`src/rtl/mem_req_sched_pkg.sv`:
```
// Shared types for the L1-miss to main_mem request path and the scheduler FSM.
package mem_req_sched_pkg;

    localparam int unsigned ADDR_W       = 32;
    localparam int unsigned BLOCK_ADDR_W = 28;
    localparam int unsigned BLOCK_DATA_W = 128;

    typedef logic [ADDR_W-1:0]       addr_t;
    typedef logic [BLOCK_ADDR_W-1:0] main_mem_block_addr_t;
    typedef logic [BLOCK_DATA_W-1:0] block_data_t;

    typedef enum logic {
        ICACHE = 1'b0,
        DCACHE = 1'b1
    } cache_type_t;

    typedef enum logic {
        READ  = 1'b0,
        WRITE = 1'b1
    } req_type_t;

    typedef enum logic [1:0] {
        BYTE = 2'd0,
        HALF = 2'd1,
        WORD = 2'd2
    } req_width_t;

    typedef enum logic [1:0] {
        IDLE,
        ISSUE,
        WAIT_RESP
    } mem_sched_state_t;

endpackage

```
`src/rtl/mem_sched_arb.sv`:
```
// Requester select between icache and dcache, with a starvation counter that
// forces a dcache grant after STARVE_LIMIT icache grants while dcache waits.
module mem_sched_arb
    import mem_req_sched_pkg::*;
#(
    parameter int unsigned STARVE_LIMIT = 4
) (
    input  logic clk,
    input  logic rst,
    input  logic idle,
    input  logic icache_valid,
    input  logic dcache_valid,
    output logic icache_grant,
    output logic dcache_grant
);

    localparam int unsigned      CNT_W   = $clog2(STARVE_LIMIT + 1);
    localparam logic [CNT_W-1:0] CNT_MAX = CNT_W'(STARVE_LIMIT);

    logic [CNT_W-1:0] starve_cnt;
    logic             starved;
    logic             pick_d;

    // Grants are also the ready signals, so they are held low during reset.
    always_comb begin
        starved      = (starve_cnt == CNT_MAX);
        pick_d       = dcache_valid && (!icache_valid || starved);
        dcache_grant = idle && !rst && pick_d;
        icache_grant = idle && !rst && icache_valid && !pick_d;
    end

    always_ff @(posedge clk or posedge rst) begin
        if (rst) begin
            starve_cnt <= '0;
        end else if (idle) begin
            if (dcache_grant || !dcache_valid) begin
                starve_cnt <= '0;
            end else if (icache_grant && !starved) begin
                starve_cnt <= starve_cnt + CNT_W'(1);
            end
        end
    end

endmodule

```
`src/rtl/mem_req_sched.sv`:
```
// One-at-a-time scheduler between icache/dcache misses and main_mem: registers a
// single request pulse, waits for the read response and routes it to its owner.
module mem_req_sched
    import mem_req_sched_pkg::*;
#(
    parameter int unsigned STARVE_LIMIT = 4
) (
    input  logic                    clk,
    input  logic                    rst,

    input  logic                    icache_req_valid,
    input  logic [BLOCK_ADDR_W-1:0] icache_req_block_addr,
    output logic                    icache_req_ready,

    input  logic                    dcache_req_valid,
    input  logic                    dcache_req_type,
    input  logic [BLOCK_ADDR_W-1:0] dcache_req_block_addr,
    input  logic [BLOCK_DATA_W-1:0] dcache_req_block_data,
    input  logic [1:0]              dcache_req_width,
    input  logic [ADDR_W-1:0]       dcache_req_addr,
    output logic                    dcache_req_ready,

    output logic                    mem_req_valid,
    output logic                    mem_req_cache_type,
    output logic                    mem_req_type,
    output logic [BLOCK_ADDR_W-1:0] mem_req_block_addr,
    output logic [BLOCK_DATA_W-1:0] mem_req_block_data,
    output logic [1:0]              mem_req_width,
    output logic [ADDR_W-1:0]       mem_req_addr,

    input  logic                    mem_resp_valid,
    input  logic                    mem_resp_cache_type,
    input  logic [BLOCK_DATA_W-1:0] mem_resp_block_data,

    output logic                    icache_resp_valid,
    output logic [BLOCK_DATA_W-1:0] icache_resp_block_data,
    output logic                    dcache_resp_valid,
    output logic [BLOCK_DATA_W-1:0] dcache_resp_block_data,

    output logic                    busy,
    output logic                    err_spurious_resp
);

    mem_sched_state_t state, state_next;
    logic             in_idle;
    logic             icache_grant;
    logic             dcache_grant;
    logic             fwd;

    assign in_idle = (state == IDLE);

    mem_sched_arb #(
        .STARVE_LIMIT(STARVE_LIMIT)
    ) u_arb (
        .clk          (clk),
        .rst          (rst),
        .idle         (in_idle),
        .icache_valid (icache_req_valid),
        .dcache_valid (dcache_req_valid),
        .icache_grant (icache_grant),
        .dcache_grant (dcache_grant)
    );

    // The latched request fields double as the in-flight owner and type record.
    always_ff @(posedge clk or posedge rst) begin
        if (rst) begin
            mem_req_valid      <= 1'b0;
            mem_req_cache_type <= '0;
            mem_req_type       <= '0;
            mem_req_block_addr <= '0;
            mem_req_block_data <= '0;
            mem_req_width      <= '0;
            mem_req_addr       <= '0;
        end else begin
            mem_req_valid <= icache_grant || dcache_grant;
            if (dcache_grant) begin
                mem_req_cache_type <= DCACHE;
                mem_req_type       <= dcache_req_type;
                mem_req_block_addr <= dcache_req_block_addr;
                mem_req_block_data <= dcache_req_block_data;
                mem_req_width      <= dcache_req_width;
                mem_req_addr       <= dcache_req_addr;
            end else if (icache_grant) begin
                mem_req_cache_type <= ICACHE;
                mem_req_type       <= READ;
                mem_req_block_addr <= icache_req_block_addr;
                mem_req_block_data <= '0;
                mem_req_width      <= WORD;
                mem_req_addr       <= '0;
            end
        end
    end

    always_ff @(posedge clk or posedge rst) begin
        if (rst) begin
            state             <= IDLE;
            err_spurious_resp <= 1'b0;
        end else begin
            state <= state_next;
            if (mem_resp_valid && !fwd) begin
                err_spurious_resp <= 1'b1;
            end
        end
    end

    always_comb begin
        state_next = state;
        fwd        = 1'b0;
        case (state)
            IDLE: begin
                if (icache_grant || dcache_grant) begin
                    state_next = ISSUE;
                end
            end
            ISSUE: begin
                state_next = (mem_req_type == WRITE) ? IDLE : WAIT_RESP;
            end
            WAIT_RESP: begin
                if (mem_resp_valid && (mem_resp_cache_type == mem_req_cache_type)) begin
                    fwd        = 1'b1;
                    state_next = IDLE;
                end
            end
            default: begin
                state_next = IDLE;
            end
        endcase
    end

    always_comb begin
        icache_req_ready       = icache_grant;
        dcache_req_ready       = dcache_grant;
        busy                   = !in_idle;
        icache_resp_valid      = fwd && (mem_req_cache_type == ICACHE);
        dcache_resp_valid      = fwd && (mem_req_cache_type == DCACHE);
        icache_resp_block_data = icache_resp_valid ? mem_resp_block_data : '0;
        dcache_resp_block_data = dcache_resp_valid ? mem_resp_block_data : '0;
    end

endmodule

```
`config.mk`:
```
export PLATFORM = sky130hd
export DESIGN_NAME = mem_req_sched
export DESIGN_NICKNAME = d
export VERILOG_FILES = /design/src/rtl/mem_req_sched_pkg.sv /design/src/rtl/mem_sched_arb.sv /design/src/rtl/mem_req_sched.sv
export SDC_FILE = /design/constraint.sdc
export NUM_CORES = 1
export LEC_CHECK = 0
export ABC_AREA = 1
export CORE_AREA = 2 2 314 316
export DETAILED_ROUTE_END_ITERATION = 8
export DIE_AREA = 0 0 316 318
export SYNTH_ARGS = -nofsm -noshare
export SYNTH_HDL_FRONTEND = slang
export SYNTH_SLANG_ARGS = --single-unit
export TNS_END_PERCENT = 5
```
`constraint.sdc`:
```
create_clock -name clk -period 14.4 [get_ports clk]
set_input_delay 2.88 -clock clk [delete_from_list [all_inputs] [get_ports clk]]
set_output_delay 2.88 -clock clk [all_outputs]
set_load 0.02 [all_outputs]
```
==> reports/metrics.csv <==
stage,metric,value,unit
clocking,CTS tree,yes,
yosys,synthesized area,9760,sq um
detailed_routing,post-route ant nets,0,
yosys,Synth Warn #,0,
timing,Setup Skew,0.0251,ns
detailed_routing,drt drc,0,
timing,worst-margin pin slew,0.958,ns
clocking,Skew-Pair Late Insertion Delay,0.50,ns
detailed_routing,vias,11700,
layout,fillcell total,10900,
timing,RSZ-0062 raised after global routing,false,
clocking,CTS Sinks,199,
layout,share of layout cells above drive strength 1,0.0245,
timing,Final Hold Vio Count,0,
detailed_routing,DRT Wirelength,72900,um
yosys,Post-Syn Nets,1746,
worst_setup_path,Critical Path Max Stage Delay,0.67,ns
floorplan,Core Box Area,97400,sq um
global_route,remaining global-route overflow,0,
detailed_routing,TritonRoute pass-1 iters,6,
floorplan,Die Ht,318,um
timing,clock period minus final worst setup slack,8.46,ns
global_route,first-pass GRT wire length,96200,um
timing,"Period Utilization, post-route",0.587,
outcome,outcome,finished clean,
worst_setup_path,crit-path cells,clkdlybuf4s50_1 -> nand4_1 -> buf_4 -> buf_4 -> nor2_1 -> clkdlybuf4s50_1,
yosys,Synth cell types,21,
worst_hold_path,Hold Crit Start,mem_req_addr[2],
power,Pleak,0.00926,uW
power,pwr dens,138,nW/um^2
worst_hold_path,worst min path class,flip-flop to flip-flop,
worst_setup_path,buffers and inverters on the worst path,4,
clocking,clock tree buffer depth,2,
place,routability-driven placement congestion ratio,0.890,
detailed_routing,Avg Vias per Cell,3.37,
clocking,# Post-CTS Setup Buffers,0,
clocking,clock root buffer master,clkbuf_16,
yosys,"EDFF count, synth",0,
worst_setup_path,worst reg2reg path endpoint,mem_req_block_data[4],
yosys,Synth Flop Type,dfrtp_1,
worst_setup_path,crit end category,primary output,
worst_hold_path,Hold Path End,mem_req_addr[2],
yosys,Synth Instances,1391,
worst_setup_path,"Max FO, Critical Path",78,
timing,relative slew slack,0.361,
worst_setup_path,crit-path leading delay family,buffers and inverters,
place,post-detailed-placement half-perimeter wirelength,61000,um
worst_hold_path,Worst Hold Path Cells,2,
worst_setup_path,FF-to-FF Start,state[0],
detailed_routing,DRT iter0 DRCs,552,
layout,P&R area growth vs syn,102,%
global_route,vias in the first global route,11500,
place,buffers added on ports,807,
place,dpl cells,3420,
clocking,clock slew at reported path FFs,0.07,ns
global_route,GRT Total Usage,0.141,
clocking,CTS Buf Count,17,
clocking,CTS Hold Bufs,0,
timing,Fin Setup TNS,0,ns
floorplan,cell row count,115,
floorplan,Initial Util,0.100,
clocking,CTS resizes,0,
worst_setup_path,r2r setup slk,11.37,ns
layout,Final Non-Filler Cells,3456,
worst_setup_path,WS Path Type,input port to primary output,
yosys,ys async rst share,1.00,
power,Max IR drop VDD,91.7,uV
layout,fin util,0.202,
layout,area occupied by multi-input gates,3660,sq um
timing,Max Freq,118,MHz
flow_run,max-cap violations,0,
layout,"commonest non-fill, non-tap cells in the layout","807 x clkdlybuf4s50_1, 620 x nand2_1, 270 x nor2_1, 199 x dfrtp_1, 172 x inv_1",
global_route,largest net degree at the start of global routing,110,
timing,max-slew violations,0,
floorplan,die area,100000,sq um
yosys,Seq cells post-synth,199,
worst_setup_path,Worst path slowest cell,buf_4,
worst_setup_path,data required time of the critical path,11.52,ns
layout,register area,4980,sq um
worst_setup_path,WP data arrival,5.58,ns
worst_setup_path,CP Launch Type,input port,
yosys,sequential area share after synthesis,0.510,
clocking,CTS H-tree depth,4,
layout,"leading cell type in the layout, fill and taps excluded",clkdlybuf4s50_1,
timing,final count of negative-setup-slack endpoints,0,
detailed_routing,routed len/inst,21.1,um
layout,layout net count,2507,
global_route,antenna violations before repair,46,
floorplan,Ports,808,
worst_setup_path,r2r worst-path depth,8,
yosys,Mapped Avg Cell Area,7.02,sq um
floorplan,Die Width,316,um
layout make-up:
class / count / area share
multi-input cells: 939 / 0.186
clock buffers: 17 / 0.0216
diodes: 4 / 0.000508
clock inverters: 15 / 0.00876
well taps: 1287 / 0.0817
inverters: 174 / 0.0335
repair buffers: 821 / 0.416
flip-flops and latches: 199 / 0.253
stage by stage:
| stage | instance area, sq um | power (uW) | worst slack [ns] | hold WS [ns] |
|---|---|---|---|---|
| 5_1_grt | 19700 | 2890 | 5.76 | 0.494 |
| 2_1_floorplan | 9760 | 1470 | 3.44 | 0.457 |
| 3_5_place_dp | 19100 | 2230 | 5.80 | 0.457 |
| 4_1_cts | 19700 | 2780 | 5.81 | 0.477 |
| 6_report | 19700 | 2720 | 5.94 | 0.473 |
| 3_3_place_gp | 19100 | 2220 | 5.78 | 0.453 |
worst min-delay path, stage by stage, from the launching register on:
cell and delay [ns]:
dfrtp_1 0.35, nand2_1 0.05, nand2_1 0.04
Yosys cell counts (2+ instances only):
master / instances / area, sq um
nand2_1: 620 / 2330
nor2_1: 271 / 1020
dfrtp_1: 199 / 4980
inv_1: 172 / 646
buf_2: 43 / 215
nand4_1: 19 / 119
buf_4: 18 / 135
nand3_1: 15 / 75.1
buf_6: 9 / 101
clkbuf_1: 7 / 26.3
o21ai_0: 4 / 20.0
buf_1: 2 / 7.51
ha_1: 2 / 25.0
inv_2: 2 / 7.51
nor2_2: 2 / 12.5
sequential cells by signal, summed over array words and instances, names as in the netlist:
register / flops
mem_req_block_data: 128
u_arb.starve_cnt: 3
err_spurious_resp: 1
mem_req_addr: 32
mem_req_width: 2
mem_req_type: 1
state: 2
mem_req_block_addr: 28
mem_req_valid: 1
mem_req_cache_type: 1
cell families (layout without fill, tap and decap cells):
group | count (synthesis) | after routing | synth area share
AOI/OAI and AO/OA | 9 | 9 | 0.00577
other | 0 | 4 | 0
buffers and inverters | 253 | 1027 | 0.117
and+or+nand+nor | 928 | 928 | 0.365
adders and majority gates | 2 | 2 | 0.00256
DFF | 199 | 199 | 0.510
worst max-delay path by stage:
| stage | from | to | slack [ns] | cells after the start |
|---|---|---|---|---|
| floorplan | rst | err_spurious_resp | 3.44 | 2 |
| global placement | rst | dcache_req_ready | 5.78 | 6 |
| detailed placement | rst | dcache_req_ready | 5.80 | 6 |
| CTS | rst | dcache_req_ready | 5.81 | 6 |
| global route | mem_resp_valid | dcache_resp_block_data[38] | 5.76 | 6 |
| finish | mem_resp_valid | dcache_resp_block_data[38] | 5.94 | 6 |
metal layers:
| layer | vias to the layer above | part of all wire | GRT usage |
|---|---|---|---|
| met5 | - | 0.00037 | 0 |
| met4 | 6 | 0.022 | 0.0412 |
| met3 | 106 | 0.083 | 0.0426 |
| met2 | 574 | 0.55 | 0.274 |
| met1 | 5416 | 0.35 | 0.142 |
| li1 | 5552 | - | - |
power by group:
group	switching, uW	internal [uW]
Combinational	745	573
Sequential	121	757
Clock	288	234
Total	1150	1560
Power figures use the tool's default switching activity.
